==> config.mk <==
export PLATFORM = sky130hd
export DESIGN_NAME = muldiv_gen_flat
export DESIGN_NICKNAME = d
export VERILOG_FILES = /design/src/rtl/muldiv_pkg.sv /design/src/rtl/muldiv_gen_if.sv /design/src/rtl/muldiv_div_iter.sv /design/src/rtl/muldiv_gen.sv /design/src/flat_wrapper.sv
export SDC_FILE = /design/constraint.sdc
export NUM_CORES = 2
export LEC_CHECK = 0
export BUFFER_PORTS_ARGS = -buffer_cell sky130_fd_sc_hd__buf_4
export CORE_MARGIN = 5
export CORE_UTILIZATION = 40
export DETAILED_ROUTE_END_ITERATION = 7
export SETUP_SLACK_MARGIN = 0.15
export SYNTH_ARGS = -nofsm -noshare
export SYNTH_HDL_FRONTEND = slang
export SYNTH_SLANG_ARGS = --single-unit
==> constraint.sdc <==
create_clock -name clk -period 22.4 [get_ports clk]
set_input_delay 3.36 -clock clk [delete_from_list [all_inputs] [get_ports clk]]
set_output_delay 3.36 -clock clk [all_outputs]
set_load 0.005 [all_outputs]
==> src/rtl/muldiv_pkg.sv <==
// Shared op-class encodings and FSM state type
// for the parametrised multiply/divide unit.
package muldiv_pkg;

    localparam logic [2:0] OP_NOP  = 3'b000;
    localparam logic [2:0] OP_MTLO = 3'b010;
    localparam logic [2:0] OP_MTHI = 3'b011;
    localparam logic [2:0] OP_MULT = 3'b100;
    localparam logic [2:0] OP_DIV  = 3'b101;
    localparam logic [2:0] OP_MADD = 3'b110;
    localparam logic [2:0] OP_MSUB = 3'b111;

    typedef enum logic [1:0] {
        ST_IDLE,
        ST_MUL,
        ST_DIV,
        ST_ACC
    } state_t;

endpackage

==> src/rtl/muldiv_gen_if.sv <==
// Operand/result bundle between the EX stage
// and the multiply/divide unit.
interface muldiv_gen_if #(
    parameter int WIDTH = 32
);
    logic [WIDTH-1:0] a;
    logic [WIDTH-1:0] b;
    logic [3:0]       op;
    logic             abort;
    logic [WIDTH-1:0] hi;
    logic [WIDTH-1:0] lo;
    logic             busy;
    logic             div_by_zero;

    modport master (
        output a, b, op, abort,
        input  hi, lo, busy, div_by_zero
    );
    modport slave (
        input  a, b, op, abort,
        output hi, lo, busy, div_by_zero
    );
endinterface

==> src/rtl/muldiv_div_iter.sv <==
// Restoring divider on magnitudes, DIV_BITS
// quotient bits retired per cycle.
module muldiv_div_iter #(
    parameter int WIDTH    = 32,
    parameter int DIV_BITS = 1
) (
    input  logic             clk,
    input  logic             rst,
    input  logic             start,
    input  logic             cancel,
    input  logic [WIDTH-1:0] dividend,
    input  logic [WIDTH-1:0] divisor,
    output logic [WIDTH-1:0] q,
    output logic [WIDTH-1:0] r,
    output logic             done
);
    localparam int N  = WIDTH / DIV_BITS;
    localparam int CW = $clog2(N + 1);

    logic [CW-1:0]    cnt;
    logic             run;
    logic [WIDTH-1:0] dvs;
    logic [WIDTH-1:0] rem_n;
    logic [WIDTH-1:0] quo_n;
    logic [WIDTH:0]   t;
    logic             ge;

    // q doubles as the dividend shift register
    always_comb begin
        rem_n = r;
        quo_n = q;
        t     = '0;
        ge    = 1'b0;
        for (int i = 0; i < DIV_BITS; i++) begin
            t  = {rem_n, quo_n[WIDTH-1]};
            ge = (t >= {1'b0, dvs});
            rem_n = ge ? (t[WIDTH-1:0] - dvs) : t[WIDTH-1:0];
            quo_n = {quo_n[WIDTH-2:0], ge};
        end
    end

    assign done = run && (cnt == '0);

    always_ff @(posedge clk or posedge rst) begin
        if (rst) begin
            cnt <= '0;
            run <= 1'b0;
            q   <= '0;
            r   <= '0;
            dvs <= '0;
        end else if (cancel) begin
            run <= 1'b0;
        end else if (start) begin
            q   <= dividend;
            r   <= '0;
            dvs <= divisor;
            cnt <= CW'(N);
            run <= 1'b1;
        end else if (run) begin
            if (cnt != '0) begin
                q   <= quo_n;
                r   <= rem_n;
                cnt <= cnt - 1'b1;
            end else begin
                run <= 1'b0;
            end
        end
    end

endmodule

==> src/rtl/muldiv_gen.sv <==
// HI/LO multiply/divide unit: pipelined multiplier,
// iterative divider, MADD/MSUB accumulate, abort.
module muldiv_gen
    import muldiv_pkg::*;
#(
    parameter int WIDTH      = 32,
    parameter int MUL_STAGES = 2,
    parameter int DIV_BITS   = 1
) (
    input logic         clk,
    input logic         rst,
    muldiv_gen_if.slave bus
);
    localparam logic [2:0] LAST = 3'(MUL_STAGES - 1);

    state_t state, state_n;

    logic [2:0]         cls;
    logic               sx;
    logic               issue, is_mul, is_div;
    logic [2:0]         cnt;
    logic [2*WIDTH-1:0] pipe [MUL_STAGES];
    logic [2*WIDTH-1:0] ax, bx, prod, hilo;
    logic [WIDTH-1:0]   hi_q, lo_q, a_lat;
    logic [WIDTH-1:0]   a_mag, b_mag, dq, dr;
    logic               acc_op, sub_op, dz_pend;
    logic               q_neg, r_neg, dz_q;
    logic               dv_start, dv_done, cancel;
    logic               wr_mul, wr_acc, wr_div, wr_dz;
    logic               shift, busy;

    assign cls = bus.op[3:1];
    assign sx  = ~bus.op[0];

    always_comb begin
        is_mul = 1'b0;
        is_div = 1'b0;
        unique case (1'b1)
            (cls == OP_MULT),
            (cls == OP_MADD),
            (cls == OP_MSUB): is_mul = 1'b1;
            (cls == OP_DIV):  is_div = 1'b1;
            default: ;
        endcase
    end

    assign issue = (state == ST_IDLE) & ~bus.abort &
                   (cls[2:1] != OP_NOP[2:1]);

    // Truncated 2W product equals the (W+1)-bit extended product mod 2^2W
    assign ax   = {{WIDTH{sx & bus.a[WIDTH-1]}}, bus.a};
    assign bx   = {{WIDTH{sx & bus.b[WIDTH-1]}}, bus.b};
    assign prod = ax * bx;
    assign hilo = {hi_q, lo_q};

    assign a_mag = (sx & bus.a[WIDTH-1]) ? -bus.a : bus.a;
    assign b_mag = (sx & bus.b[WIDTH-1]) ? -bus.b : bus.b;

    assign cancel   = bus.abort & (state != ST_IDLE);
    assign dv_start = issue & is_div & (bus.b != '0);

    muldiv_div_iter #(
        .WIDTH    (WIDTH),
        .DIV_BITS (DIV_BITS)
    ) u_div (
        .clk      (clk),
        .rst      (rst),
        .start    (dv_start),
        .cancel   (cancel),
        .dividend (a_mag),
        .divisor  (b_mag),
        .q        (dq),
        .r        (dr),
        .done     (dv_done)
    );

    always_ff @(posedge clk or posedge rst) begin
        if (rst) state <= ST_IDLE;
        else     state <= state_n;
    end

    always_comb begin
        state_n = state;
        busy    = 1'b0;
        shift   = 1'b0;
        wr_mul  = 1'b0;
        wr_acc  = 1'b0;
        wr_div  = 1'b0;
        wr_dz   = 1'b0;
        unique case (state)
            ST_IDLE: begin
                if (issue && is_mul) begin
                    state_n = ST_MUL;
                    shift   = 1'b1;
                end else if (issue && is_div) begin
                    state_n = ST_DIV;
                end
            end
            ST_MUL: begin
                busy = acc_op | (cnt != LAST);
                if (cnt != LAST) begin
                    shift = 1'b1;
                end else if (acc_op) begin
                    state_n = ST_ACC;
                end else begin
                    wr_mul  = 1'b1;
                    state_n = ST_IDLE;
                end
            end
            ST_ACC: begin
                wr_acc  = 1'b1;
                state_n = ST_IDLE;
            end
            ST_DIV: begin
                busy = ~(dz_pend | dv_done);
                if (dz_pend) begin
                    wr_dz   = 1'b1;
                    state_n = ST_IDLE;
                end else if (dv_done) begin
                    wr_div  = 1'b1;
                    state_n = ST_IDLE;
                end
            end
            default: state_n = ST_IDLE;
        endcase
        if (cancel) begin
            state_n = ST_IDLE;
            shift   = 1'b0;
            wr_mul  = 1'b0;
            wr_acc  = 1'b0;
            wr_div  = 1'b0;
            wr_dz   = 1'b0;
        end
    end

    always_ff @(posedge clk or posedge rst) begin
        if (rst) begin
            cnt     <= '0;
            acc_op  <= 1'b0;
            sub_op  <= 1'b0;
            dz_pend <= 1'b0;
            q_neg   <= 1'b0;
            r_neg   <= 1'b0;
            a_lat   <= '0;
        end else if (issue) begin
            cnt     <= '0;
            acc_op  <= (cls == OP_MADD) | (cls == OP_MSUB);
            sub_op  <= (cls == OP_MSUB);
            dz_pend <= is_div & (bus.b == '0);
            q_neg   <= sx & (bus.a[WIDTH-1] ^ bus.b[WIDTH-1]);
            r_neg   <= sx & bus.a[WIDTH-1];
            a_lat   <= bus.a;
        end else if (state == ST_MUL && cnt != LAST) begin
            cnt <= cnt + 3'd1;
        end
    end

    // Final stage holds while ACC consumes it
    always_ff @(posedge clk or posedge rst) begin
        if (rst) begin
            for (int i = 0; i < MUL_STAGES; i++) pipe[i] <= '0;
        end else if (shift) begin
            pipe[0] <= prod;
            for (int i = 1; i < MUL_STAGES; i++) pipe[i] <= pipe[i-1];
        end
    end

    always_ff @(posedge clk or posedge rst) begin
        if (rst) begin
            hi_q <= '0;
            lo_q <= '0;
            dz_q <= 1'b0;
        end else begin
            dz_q <= wr_dz;
            if (issue && cls == OP_MTLO) begin
                lo_q <= bus.a;
            end else if (issue && cls == OP_MTHI) begin
                hi_q <= bus.a;
            end else if (wr_mul) begin
                {hi_q, lo_q} <= pipe[MUL_STAGES-1];
            end else if (wr_acc) begin
                {hi_q, lo_q} <= sub_op ? hilo - pipe[MUL_STAGES-1]
                                       : hilo + pipe[MUL_STAGES-1];
            end else if (wr_div) begin
                lo_q <= q_neg ? -dq : dq;
                hi_q <= r_neg ? -dr : dr;
            end else if (wr_dz) begin
                lo_q <= '1;
                hi_q <= a_lat;
            end
        end
    end

    assign bus.hi          = hi_q;
    assign bus.lo          = lo_q;
    assign bus.busy        = busy;
    assign bus.div_by_zero = dz_q;

endmodule

==> src/flat_wrapper.sv <==
// flat-port wrapper written by rule: the top's interface ports become plain ports
module muldiv_gen_flat import muldiv_pkg::*;
#(
    parameter int WIDTH      = 32,
    parameter int MUL_STAGES = 2,
    parameter int DIV_BITS   = 1
)
  (clk, rst, bus_a, bus_b, bus_op, bus_abort, bus_hi, bus_lo, bus_busy, bus_div_by_zero);
  muldiv_gen_if #(.WIDTH(WIDTH)) bus_i ();
  input logic clk;
  input logic rst;
  input wire logic [$bits(bus_i.a)-1:0] bus_a;
  input wire logic [$bits(bus_i.b)-1:0] bus_b;
  input wire logic [$bits(bus_i.op)-1:0] bus_op;
  input wire logic [$bits(bus_i.abort)-1:0] bus_abort;
  output wire logic [$bits(bus_i.hi)-1:0] bus_hi;
  output wire logic [$bits(bus_i.lo)-1:0] bus_lo;
  output wire logic [$bits(bus_i.busy)-1:0] bus_busy;
  output wire logic [$bits(bus_i.div_by_zero)-1:0] bus_div_by_zero;
  assign bus_i.a = bus_a;
  assign bus_i.b = bus_b;
  assign bus_i.op = bus_op;
  assign bus_i.abort = bus_abort;
  assign bus_hi = bus_i.hi;
  assign bus_lo = bus_i.lo;
  assign bus_busy = bus_i.busy;
  assign bus_div_by_zero = bus_i.div_by_zero;
  muldiv_gen #(.WIDTH(WIDTH), .MUL_STAGES(MUL_STAGES), .DIV_BITS(DIV_BITS)) u_core (.clk(clk), .rst(rst), .bus(bus_i));
endmodule
==> metrics.md <==
| Metric | Value |
|---|---|
| Post-CTS Setup Inserts | 0 |
| Multi-input gate area | 47800 sq um |
| CTS Buf Count | 40 |
| GRT Overall Usage | 26.1% |
| Mapped cell area | 62700 sq um |
| Post-synth EDFFs | 0 |
| Longest Clk Path Bufs | 3 |
| Hold WS | 473 ps |
| Yosys warnings | 0 |
| Arr. time, crit path | 12990 ps |
| Final Skew | 31.9 ps |
| Area Overhead vs Synth | 5.83% |
| Slowest Stage Delay on Critical Path | 970 ps |
| GP Congestion | 0.942 |
| Row count | 145 |
| Die Y | 406 microns |
| Port buffer count | 136 |
| Nets | 8674 |
| Final-report hold violation count | 0 |
| Area of the core | 156000 sq um |
| Total routed wirelength | 212000 microns |
| Most common cell on crit path | fa_1 |
| Area of the die | 165000 sq um |
| Most frequent cells in the layout | nand2_1 (1282), inv_1 (1262), fa_1 (1127), and2_1 (434), a21oi_1 (340) |
| Largest cells by area after synthesis | fa_1 (36%), dfrtp_1 (13%), nand2_1 (7.7%), inv_1 (7.6%), ha_1 (6.4%) |
| Avg Inst Size Synth | 8.47 sq um |
| Final slew viol count | 0 |
| Post-route DRC | 0 |
| Clk sinks | 338 |
| Tightest Pin Transition | 1310 ps |
| Share of cells above drive strength 1 | 4.15% |
| Routed Antenna Nets | 0 |
| CP Buf/Inv Count | 7 |
| Status | complete, no violations |
| Async SR Flop Fraction | 100% |
| IO Pins | 137 |
| Vias in the first global route | 54100 |
| GRT overflow | 0 |
| Fraction of post-synthesis cell area in the top cell type by area | 36.0% |
| Syn nets | 8921 |
| Slew HR | 12.8% |
| Seq cells post-synth | 338 |
| Fmax | 0.0797 GHz |
| Worst path slowest cell | fa_1 |
| Fill cells | 15500 |
| # setup viols final | 0 |
| CP required | 22840 ps |
| DR iter-0 viols | 4329 |
| Initial antenna violation count | 10 |
| Tmin final | 12550 ps |
| Via count | 51300 |
| Synth area leader | fa_1 |
| Worst setup SP type | primary input |
| Fin Setup TNS | 0 ps |
| H-tree depth reported by CTS | 2 |
| Clk_lat worst skew | 600 ps |
| RSZ-0062 raised after global routing | false |
| Root cell of the clock tree | clkbuf_16 |
| Max FO, Critical Path | 49 |
| Post-DP HPWL | 159000 microns |
| Max Cap Violations | 0 |
| Crit end category | flop |
| Largest net degree at the start of global routing | 99 |
| First-pass GRT wire length | 331000 microns |
| Number of distinct library cells after synthesis | 80 |
| Drt first pass iters | 7 |
| Starting density of the core | 40.2% |
| DIE WIDTH | 406 microns |
| Hold_sp | u_core.pipe[74] |
| Worst hold-check path type | flop to flop |
| CP Launch Point | bus_a[31] |
| CTS tree | yes |
| Ys flop type | dfrtp_1 |
| # hold bufs at CTS | 0 |
| Sequential share of the synthesized area | 13.5% |
| Post_cts resized | 0 |
| Vias per cell | 5.55 |
| Clock-pin slew on the worst setup and hold paths | 60 ps |
| Tcrit/Tclk final | 56.0% |
| Seq. cell area | 8460 sq um |
| Critical path class | primary input to flop |
| Most common cell after layout, fill and taps aside | nand2_1 |
| Routed WL per cell | 22.9 microns |
| FF-to-FF Start | u_core.pipe[0] |
| Crit path max-delay family | adder cells |
| Cell count after synthesis | 7402 |
-- worst paths after layout --
check	to	slack, ps	cells after the start
max in group asynchronous	u_core.bus.hi[4]	17190	4
hold reg to reg	u_core.pipe[10]	470	2
hold / removal	u_core.pipe[10]	470	2
setup reg to reg	u_core.bus.hi[21]	15540	20
setup / recovery	u_core.pipe[126]	9850	28
min in group asynchronous	u_core.pipe[72]	2890	2
-- layer usage --
layer  GRT usage, %  up-vias  wire (microns)
li1               -    22500               -
met1           33.5    26200           84300
met2           44.3     2053          102000
met3           3.59      454           15200
met4           11.2        6           10700
met5              0        -              41
-- synth_stat cells, drive strengths merged (43+ instances only) --
| master | instances |
|---|---|
| a31oi | 64 |
| clkbuf | 383 |
| nand3 | 63 |
| nor3 | 61 |
| xor2 | 124 |
| nand4 | 51 |
| o21ai | 307 |
| xnor2 | 213 |
| a21oi | 341 |
| and2 | 435 |
| nand2 | 1284 |
| buf | 85 |
| inv | 1263 |
| a21o | 86 |
| ha | 321 |
| nor2 | 304 |
| dfrtp | 338 |
| a211oi | 43 |
| fa | 1127 |
-- logic make-up after synthesis --
family	Yosys count	synth area share (%)
XOR/XNOR	337	4.71
multiplexers	22	0.355
buffers and inverters	1733	10.4
AND/OR/NAND/NOR	2385	17.4
AO/OA/AOI/OAI	1139	11.2
flip-flops	338	13.5
adder cells (fa/ha/maj)	1448	42.4
-- per-stage QoR --
step	instance area, sq um	utilization, %	instances	worst slack, ps
2_1_floorplan	62700	-	7402	9670
3_3_place_gp	65000	41.6	9171	9440
3_5_place_dp	65000	41.6	9171	9380
4_1_cts	66400	42.5	9243	9930
5_1_grt	66400	42.5	9244	9530
6_report	66400	42.5	9249	9850
-- tightest hold or removal path: stages, from the launching register on --
cell     delay, ps
dfrtp_1        340
nand2_1         50
nand2_1         50
-- flip-flops by register name (all words and copies together) (netlist names), 2 cells and up --
register	count
u_core.a_lat	32
u_core.u_div.q	32
u_core.bus.hi	32
u_core.pipe	128
u_core.u_div.r	32
u_core.state	2
u_core.u_div.cnt	6
u_core.u_div.dvs	32
u_core.bus.lo	32
u_core.cnt	3
-- cell type report --
class / count / area share, %
Inverter: 1265 / 7.16
Tap cell: 2058 / 3.88
Multi-Input combinational cell: 5331 / 72.0
Timing Repair Buffer: 179 / 2.02
Clock buffer: 55 / 1.74
Clock inverter: 17 / 0.379
Sequential cell: 338 / 12.7
Antenna cell: 6 / 0.0226
Power is left out: the tool's default activity adds up to more than one toggle a clock period on the data nets, which glitch-free logic cannot reach.
